==> src/rtl/io_port_pkg.sv <==
// Shared constants for the processor IO port: default geometry, IO address and status bit positions.
// No logic; imported by the port top level.
package io_port_pkg;

  localparam int         WIDTH          = 16;
  localparam int         DEPTH          = 4;
  localparam logic [7:0] IO_ADDR        = 8'd255;

  localparam int         ST_OVERFLOW    = 3;
  localparam int         ST_UNDERFLOW   = 2;
  localparam int         ST_RX_NONEMPTY = 1;
  localparam int         ST_TX_FULL     = 0;

endpackage

==> src/rtl/io_fifo.sv <==
// Power-of-two FIFO with combinational head; push/pop take effect at the clock edge, zero-latency head view.
// A push while full is accepted only together with a pop; the caller decides whether to offer it.
module io_fifo #(
  parameter  int WIDTH = 16,
  parameter  int DEPTH = 4,
  localparam int AW    = $clog2(DEPTH),
  localparam int CW    = AW + 1
) (
  input  logic             clock,
  input  logic             reset,
  input  logic             push,
  input  logic             pop,
  input  logic [WIDTH-1:0] din,
  output logic             full,
  output logic             empty,
  output logic [CW-1:0]    count,
  output logic [WIDTH-1:0] head
);

  logic [WIDTH-1:0] r_mem [DEPTH];
  logic [AW-1:0]    r_wptr;
  logic [AW-1:0]    r_rptr;
  logic [CW-1:0]    r_count;
  logic             w_push_en;
  logic             w_pop_en;

  assign full      = (r_count == CW'(DEPTH));
  assign empty     = (r_count == '0);
  assign count     = r_count;
  assign head      = r_mem[r_rptr];
  // When full, the slot being overwritten is the one popped this same edge.
  assign w_push_en = push && (!full || pop);
  assign w_pop_en  = pop && !empty;

  always_ff @(posedge clock) begin
    if (w_push_en) begin
      r_mem[r_wptr] <= din;
    end
  end

  always_ff @(posedge clock or posedge reset) begin
    if (reset) begin
      r_wptr  <= '0;
      r_rptr  <= '0;
      r_count <= '0;
    end else begin
      if (w_push_en) begin
        r_wptr <= r_wptr + AW'(1);
      end
      if (w_pop_en) begin
        r_rptr <= r_rptr + AW'(1);
      end
      case ({w_push_en, w_pop_en})
        2'b10:   r_count <= r_count + CW'(1);
        2'b01:   r_count <= r_count - CW'(1);
        default: r_count <= r_count;
      endcase
    end
  end

endmodule

==> src/rtl/io_port_device.sv <==
// Processor IO port: CPU writes feed a TX FIFO, external words fill an RX FIFO read back through a registered cpu_rdata (1 cycle).
// TX drains on tx_valid/tx_ready; rx_ready drops when RX is full or in reset; sticky overflow/underflow flags.
module io_port_device
  import io_port_pkg::*;
#(
  parameter int WIDTH = io_port_pkg::WIDTH,
  parameter int DEPTH = io_port_pkg::DEPTH
) (
  input  logic             clock,
  input  logic             reset,
  input  logic [WIDTH-1:0] cpu_wdata,
  input  logic             cpu_wr,
  input  logic             cpu_rd,
  output logic [WIDTH-1:0] cpu_rdata,
  input  logic             clear_flags,
  output logic [3:0]       status,
  output logic [WIDTH-1:0] tx_data,
  output logic             tx_valid,
  input  logic             tx_ready,
  input  logic [WIDTH-1:0] rx_data,
  input  logic             rx_valid,
  output logic             rx_ready
);

  localparam int CW = $clog2(DEPTH) + 1;

  logic [CW-1:0]    w_tx_count;
  logic [CW-1:0]    w_rx_count;
  logic             w_tx_full;
  logic             w_tx_empty;
  logic             w_rx_full;
  logic             w_rx_empty;
  logic [WIDTH-1:0] w_tx_head;
  logic [WIDTH-1:0] w_rx_head;
  logic             w_tx_pop;
  logic             w_rx_push;
  logic             w_rx_pop;
  logic             w_ovf_set;
  logic             w_udf_set;
  logic             r_overflow;
  logic             r_underflow;
  logic [WIDTH-1:0] r_rdata;

  io_fifo #(.WIDTH(WIDTH), .DEPTH(DEPTH)) u_tx_fifo (
    .clock (clock),
    .reset (reset),
    .push  (cpu_wr),
    .pop   (w_tx_pop),
    .din   (cpu_wdata),
    .full  (w_tx_full),
    .empty (w_tx_empty),
    .count (w_tx_count),
    .head  (w_tx_head)
  );

  io_fifo #(.WIDTH(WIDTH), .DEPTH(DEPTH)) u_rx_fifo (
    .clock (clock),
    .reset (reset),
    .push  (w_rx_push),
    .pop   (w_rx_pop),
    .din   (rx_data),
    .full  (w_rx_full),
    .empty (w_rx_empty),
    .count (w_rx_count),
    .head  (w_rx_head)
  );

  assign tx_valid  = !w_tx_empty;
  // Stale storage is masked so the bus reads zero whenever nothing is queued.
  assign tx_data   = w_tx_empty ? '0 : w_tx_head;
  assign w_tx_pop  = !w_tx_empty && tx_ready;

  assign rx_ready  = !w_rx_full && !reset;
  assign w_rx_push = rx_valid && rx_ready;
  assign w_rx_pop  = cpu_rd && !w_rx_empty;

  assign w_ovf_set = cpu_wr && w_tx_full && !w_tx_pop;
  assign w_udf_set = cpu_rd && w_rx_empty;
  assign cpu_rdata = r_rdata;

  always_ff @(posedge clock or posedge reset) begin
    if (reset) begin
      r_overflow  <= 1'b0;
      r_underflow <= 1'b0;
      r_rdata     <= '0;
    end else begin
      // A set coinciding with clear keeps the flag.
      r_overflow  <= w_ovf_set || (r_overflow && !clear_flags);
      r_underflow <= w_udf_set || (r_underflow && !clear_flags);
      if (cpu_rd) begin
        r_rdata <= w_rx_empty ? '0 : w_rx_head;
      end
    end
  end

  always_comb begin
    status                 = '0;
    status[ST_OVERFLOW]    = r_overflow;
    status[ST_UNDERFLOW]   = r_underflow;
    status[ST_RX_NONEMPTY] = (w_rx_count != '0);
    status[ST_TX_FULL]     = (w_tx_count == CW'(DEPTH));
  end

endmodule

==> config.mk <==
export PLATFORM = sky130hd
export DESIGN_NAME = io_port_device
export DESIGN_NICKNAME = d
export VERILOG_FILES = /design/src/rtl/io_port_pkg.sv /design/src/rtl/io_fifo.sv /design/src/rtl/io_port_device.sv
export SDC_FILE = /design/constraint.sdc
export NUM_CORES = 1
export LEC_CHECK = 0
export BUFFER_PORTS_ARGS = -buffer_cell sky130_fd_sc_hd__buf_4
export CAP_MARGIN = 15
export CORE_MARGIN = 2
export CORE_UTILIZATION = 45
export DETAILED_ROUTE_END_ITERATION = 8
export PLACE_DENSITY = 0.65
export SYNTH_ARGS = -nofsm -noshare
export SYNTH_HDL_FRONTEND = slang
export SYNTH_SLANG_ARGS = --single-unit
export TNS_END_PERCENT = 100
==> constraint.sdc <==
create_clock -name clock -period 1.8 [get_ports clock]
set_input_delay 0.45 -clock clock [delete_from_list [all_inputs] [get_ports clock]]
set_output_delay 0.45 -clock clock [all_outputs]
set_load 0.02 [all_outputs]
==> results.py, run 1 <==
metrics = {
    "worst_setup_path": {
        "path_depth": 4,
        "critical_path_buf_inv_count": 2,
        "crit_end": "tx_data[9]",
        "crit_type": "register to primary output",
        "worstPathArrival_ns": 1.83,
        "path_delay_family": "multiplexers",
        "cp-end-kind": "primary output",
        "startpoint": "u_tx_fifo.r_rptr[0]",
        "r2r-end": "u_tx_fifo.count[2]",
        "cp-start-kind": "register",
        "crit_chain": "clkbuf_16, mux4_2, and2_4, buf_6",
        "crit_required_ns": 1.35,
        "slowest_stage": "mux4_2",
        "r2r-start": "u_tx_fifo.count[2]",
        "r2r_cells": 12,
        "max_stage_delay_ns": 0.50,
        "rrSetupSlack_ns": -0.17,
        "path_max_fanout": 6,
    },
    "timing": {
        "hold_ws_ns": 0.147,
        "setup_viol": 21,
        "worst_pin_slew_ns": 0.445,
        "setup_ws_ns": -0.484,
        "hold_viol_final": 0,
        "min_period_over_period": 1.27,
        "rsz0062_at_grt": "yes",
        "fin_crit_ns": 2.28,
        "final_max_slew_viol_count": 0,
        "fin_skew_ns": 0.0157,
        "fmax_mhz": 438,
        "maxSlewHeadroom": 0.703,
    },
    "finish": {
        "nets": 484,
        "seqCellArea_mm2": 0.00465,
        "syn2layout_area_growth_pct": 32.3,
        "drive_gt1_frac": 0.475,
        "multi_input_area_mm2": 0.00157,
        "fill_cells": 1010,
        "n_antenna_cell": 0,
    },
    "synthesis": {
        "syn_inst": 310,
        "synth_commonest_cells": "edfxtp_1 (128), dfrtp_1 (32), and2_1 (25)",
        "synth-edff-count": 128,
        "ys_types": 32,
        "synth.top_cell.area_share": 0.605,
        "yosys_warnings": 0,
        "synth-async-reset-ratio": 0.200,
        "synthTopCellsByArea": "edfxtp_1 (60%), dfrtp_1 (13%), mux4_1 (7.9%)",
        "yosysMostFrequentCell": "edfxtp_1",
        "synth_area_leader_cell": "edfxtp_1",
        "syn_area_mm2": 0.00636,
        "syn_nets": 361,
        "avgSynthCellArea_um2": 20.5,
        "yosys_register_bits": 160,
        "synth_top_flop_cell": "edfxtp_1",
        "ys_seq_area_frac": 0.731,
    },
    "global_routing": {
        "grt_pass1_vias": 3400,
        "grt_use_met3": 0.0567,
        "met2_usage": 0.277,
        "overflow": 0,
        "antenna_found_initial": 0,
        "grt_max_degree": 33,
        "use_met1": 0.200,
        "grt_usage": 0.166,
        "grt_pass1_wl_um": 17900,
        "grt_busiest_layer": "met2",
    },
    "routing": {
        "drt_wl_total_um": 12000,
        "drc_errors": 0,
        "drt_iter0_markers": 239,
        "ant_nets": 0,
        "dr.pass1.iters": 4,
        "via_count": 3196,
        "wl_per_cell_um": 19.1,
        "viasPerCell": 5.11,
    },
    "clock_tree": {
        "clock_sinks": 160,
        "cts_tree": "built",
        "clk_latency_ns": 0.43,
        "cts_hold_buf": 0,
        "cts.reportedPaths.clkPinSlew_ns": 0.06,
        "cts_buffer_depth": 2,
        "numCtsBuffers": 17,
        "cts_root_buf": "clkbuf_16",
        "htree_levels": 4,
    },
    "die": {
        "start_util": 0.460,
        "core_area_mm2": 0.0138,
        "dieArea_mm2": 0.0151,
        "die_x_um": 123,
        "die_h_um": 123,
        "ioPinCount": 77,
        "num_rows": 43,
    },
    "power": {
        "finalPower_mw": 14.8,
        "p_leak_nw": 3.24,
        "power.density_mw_per_mm2": 1760,
        "ir_worst_vdd_mv": 1.00,
    },
    "hold_path": {
        "hold_path_class": "primary input to async pin",
    },
    "flow_run": {
        "drv_cap": 0,
    },
    "run_status": {
        "status": "complete, but fails checks",
        "violations": "negative setup slack",
    },
    "place": {
        "post-place-ws_ns": -0.266,
        "dp_hpwl_um": 6920,
        "port-buffer-count": 76,
        "place.gp.congestion": 0.661,
    },
}
[sequential cells by signal, indices dropped and copies added (netlist names), 2 cells and up]
name and cells:
u_rx_fifo.count 3, u_tx_fifo.count 3, u_rx_fifo.r_mem 64, u_tx_fifo.r_wptr 2
u_tx_fifo.r_rptr 2, cpu_rdata 16, u_rx_fifo.r_wptr 2, u_rx_fifo.r_rptr 2
u_tx_fifo.r_mem 64
[layout by cell type, fill, tap and decap left out, types with 2 or more instances in the layout]
cell type    n
clkbuf_8     4
and2_4      21
ha_4         2
clkinv_4     2
inv_1       12
xnor2_1      6
nor2_1       2
ha_1         8
buf_12      12
clkbuf_16   23
buf_4       75
clkbuf_1     2
mux4_1       8
xor2_1       6
mux2_2       2
or3_4        2
dfrtp_1     31
edfxtp_1   128
bufinv_16    4
nand2_1      2
mux4_2      24
clkinv_1     2
buf_6       26
fa_2         2
inv_2        4
a22o_1      16
and2_1       4
mux2i_1      2
[routing by layer]
metal / up-vias / wire length [um]
met5: - / 0
met4: 0 / 95
met3: 11 / 578
met2: 80 / 6220
met1: 1651 / 5080
li1: 1454 / -
[power by group]
part | leakage (nW) | switching [mW] | internal (mW)
registers | 1.56 | 0.401 | 4.85
logic | 1.38 | 2.49 | 3.23
clock network | 0.311 | 1.36 | 2.47
total | 3.24 | 4.25 | 10.5
[what timing repair did]
action                                 4_1_cts  5_1_grt
setup endpoints to repair                   22       87
setup buffers                                7        8
endpoints found under the hold margin        0        0
resized for setup                           51       20
pin swaps                                   23       10
gates cloned                                 1        5
[cell families (layout without fill, tap and decap cells)]
kind of cell,count (synthesis),count (layout),share of synthesized area
AOI/OAI and AO/OA,21,21,0.0280
xor gates and xnor gates,12,12,0.0165
adders and majority gates,12,12,0.0260
buffers and inverters,33,169,0.0339
DFF,160,160,0.731
muxes,36,36,0.131
and+or+nand+nor,36,36,0.0337
[metrics by stage]
stage	cell area [um2]	cells	util	setup TNS (ns)
global route	8410	626	0.608	-10.29
global placement	7400	577	0.535	-1.21
detailed placement	7400	577	0.535	-1.35
CTS	8220	617	0.594	-8.51
floorplan	6440	310	-	-0.178
finish	8410	626	0.608	-8.09
[worst min-delay path, stage by stage]
cell and delay (ns):
buf_4 0.12, inv_1 0.04, buf_4 0.38
[worst min-delay path by stage]
stage                                  start            endpoint  slack (ns)
after CTS                              reset       cpu_rdata[10]        0.15
after detailed placement        cpu_rdata[1]        cpu_rdata[1]        0.50
after global routing                   reset         r_underflow        0.20
final                                  reset       cpu_rdata[10]        0.15
after global placement         cpu_rdata[14]       cpu_rdata[14]        0.50
after floorplan           u_tx_fifo.count[2]  u_tx_fifo.count[2]        0.47
[cell type report]
cell class / instances / area share
clock inverter: 9 / 0.0183
multi-input combinational: 117 / 0.187
inverter: 17 / 0.00759
tap: 180 / 0.0268
sequential: 160 / 0.552
clock buffer: 23 / 0.0580
timing repair buffer: 120 / 0.150
No activity file was read; power rests on OpenSTA's default activity.
==> run 2, diff against run 1 <==
--- a/config.mk
+++ b/config.mk
@@ -5,7 +5,7 @@
 export SDC_FILE = /design/constraint.sdc
 export NUM_CORES = 1
 export LEC_CHECK = 0
-export BUFFER_PORTS_ARGS = -buffer_cell sky130_fd_sc_hd__buf_4
+export BUFFER_PORTS_ARGS = -buffer_cell sky130_fd_sc_hd__buf_2
 export CAP_MARGIN = 15
 export CORE_MARGIN = 2
 export CORE_UTILIZATION = 45
==> results.py, run 2 (synthesis gave the netlist of run 1 again) <==
metrics = {
    "run_status": {
        "status": "complete, but fails checks",
        "violations": "negative setup slack",
    },
    "worst_setup_path": {
        "cp-end-kind": "primary output",
        "cp-start-kind": "register",
        "path_max_fanout": 7,
        "crit_type": "register to primary output",
        "worstPathArrival_ns": 1.79,
        "startpoint": "u_tx_fifo.r_rptr[0]",
        "r2r-start": "u_tx_fifo.count[1]",
        "crit_required_ns": 1.35,
    },
    "routing": {
        "viasPerCell": 5.05,
        "wl_met3_um": 562,
        "drt_wl_total_um": 11400,
        "drc_errors": 0,
        "wl_met1_um": 4770,
        "wl_met2_um": 5860,
        "ant_nets": 0,
        "wl_per_cell_um": 17.9,
        "via_count": 3199,
        "top_layer_used": "met4",
        "dr.pass1.iters": 5,
        "drt_iter0_markers": 205,
    },
    "finish": {
        "syn2layout_area_growth_pct": 28.7,
        "mostFrequentLayoutCells": "edfxtp_1 (128), buf_2 (57), dfrtp_1 (31), buf_4 (29), buf_6 (25)",
        "drive_gt1_frac": 0.477,
        "final_common_cell": "edfxtp_1",
        "n_antenna_cell": 0,
        "post-route-util": 0.592,
        "fill_cells": 1002,
        "nets": 491,
    },
    "timing": {
        "worst_pin_slew_ns": 0.444,
        "setup_viol": 21,
        "fin_skew_ns": 0.00892,
        "fin_setup_tns_ns": -7.30,
        "hold_viol_final": 0,
        "final_max_slew_viol_count": 0,
        "rsz0062_at_grt": "yes",
        "fin_crit_ns": 2.24,
        "setup_ws_ns": -0.435,
        "maxSlewHeadroom": 0.704,
        "hold_ws_ns": 0.144,
        "fmax_mhz": 447,
        "min_period_over_period": 1.24,
    },
    "die": {
        "die_h_um": 123,
        "die_x_um": 123,
        "num_rows": 43,
        "core_area_mm2": 0.0138,
        "dieArea_mm2": 0.0151,
        "ioPinCount": 77,
        "start_util": 0.460,
    },
    "power": {
        "ir_worst_vdd_mv": 1.37,
        "finalPower_mw": 14.1,
        "p_seq_frac": 0.370,
        "power.share.clock": 0.240,
        "p_sw_frac": 0.295,
        "intPower_mw": 9.95,
        "power_frac_comb": 0.390,
        "switching_power_mw": 4.17,
        "power.density_mw_per_mm2": 1730,
        "p_leak_nw": 3.18,
    },
    "clock_tree": {
        "cts_tree": "built",
        "clk_latency_ns": 0.42,
        "cts_hold_buf": 0,
        "cts.reportedPaths.clkPinSlew_ns": 0.06,
        "clock_sinks": 160,
        "cts_buffer_depth": 2,
        "cts_root_buf": "clkbuf_16",
        "htree_levels": 4,
        "numCtsBuffers": 17,
    },
    "global_routing": {
        "grt_pass1_vias": 3361,
        "overflow": 0,
        "grt_usage": 0.165,
        "antenna_found_initial": 0,
        "grt_max_degree": 33,
        "grt_pass1_wl_um": 17700,
    },
    "place": {
        "dp_hpwl_um": 6950,
        "port-buffer-count": 76,
        "place.gp.congestion": 0.708,
    },
    "hold_path": {
        "hold_path_class": "primary input to async pin",
    },
    "flow_run": {
        "drv_cap": 0,
    },
}
[run 2: layout make-up]
cell class,instances,area [um2],area share
repair buffers,127,1100,0.135
well taps,180,225,0.0275
clock buffers,24,524,0.0641
multi-input cells,117,1560,0.191
clock inverters,8,51.3,0.00627
flip-flops and latches,160,4650,0.568
inverters,17,66.3,0.00811
[run 2: path summary, 6_finish.rpt]
| kind | end | slack, ns | cells past startpoint |
|---|---|---|---|
| max | tx_data[11] | -0.44 | 4 |
| min | u_rx_fifo.count[2] | 0.14 | 3 |
| max reg2reg | u_tx_fifo.count[2] | -0.16 | 10 |
| min reg2reg | cpu_rdata[12] | 0.51 | 1 |
| max in group asynchronous | u_tx_fifo.r_rptr[0] | 1.31 | 3 |
| min in group clock | u_rx_fifo.r_mem[2][5] | 0.24 | 1 |
[run 2: power by group through the flow]
| stage | registers, mW | logic (mW) | clock network (mW) |
|---|---|---|---|
| finish | 5.22 | 5.52 | 3.39 |
| global route | 5.30 | 5.97 | 3.62 |
| CTS | 5.22 | 5.51 | 3.47 |
| detailed placement | 5.28 | 4.40 | 0 |
| global placement | 5.25 | 4.35 | 0 |
| floorplan | 5.41 | 2.95 | 0 |
[run 2: worst max-delay path, cell delays in order, from the launching register on]
cell     delay (ns)
dfrtp_2        0.43
buf_12         0.15
mux4_2         0.50
and2_4         0.15
buf_6          0.12
[run 2: layer usage]
layer  vias up  global-route usage
li1       1465                   -
met2        78               0.282
met5         -                   0
met3        15              0.0493
met4         0              0.0733
met1      1641               0.193
[run 2: through the flow]
step	std cells	setup WS [ns]	cell area, um2
global placement	581	-0.224	7220
finish	633	-0.435	8180
detailed placement	581	-0.280	7220
floorplan	310	-0.104	6440
global route	633	-0.521	8180
CTS	625	-0.546	8090
[run 2: timing repair]
| item | 4_1_cts | 5_1_grt |
|---|---|---|
| setup buffers | 11 | 11 |
| cloned | 1 | 1 |
| hold endpoints to repair | 0 | 0 |
| endpoints found under the setup margin | 22 | 23 |
| pin swaps | 23 | 11 |
| resized for setup | 77 | 8 |
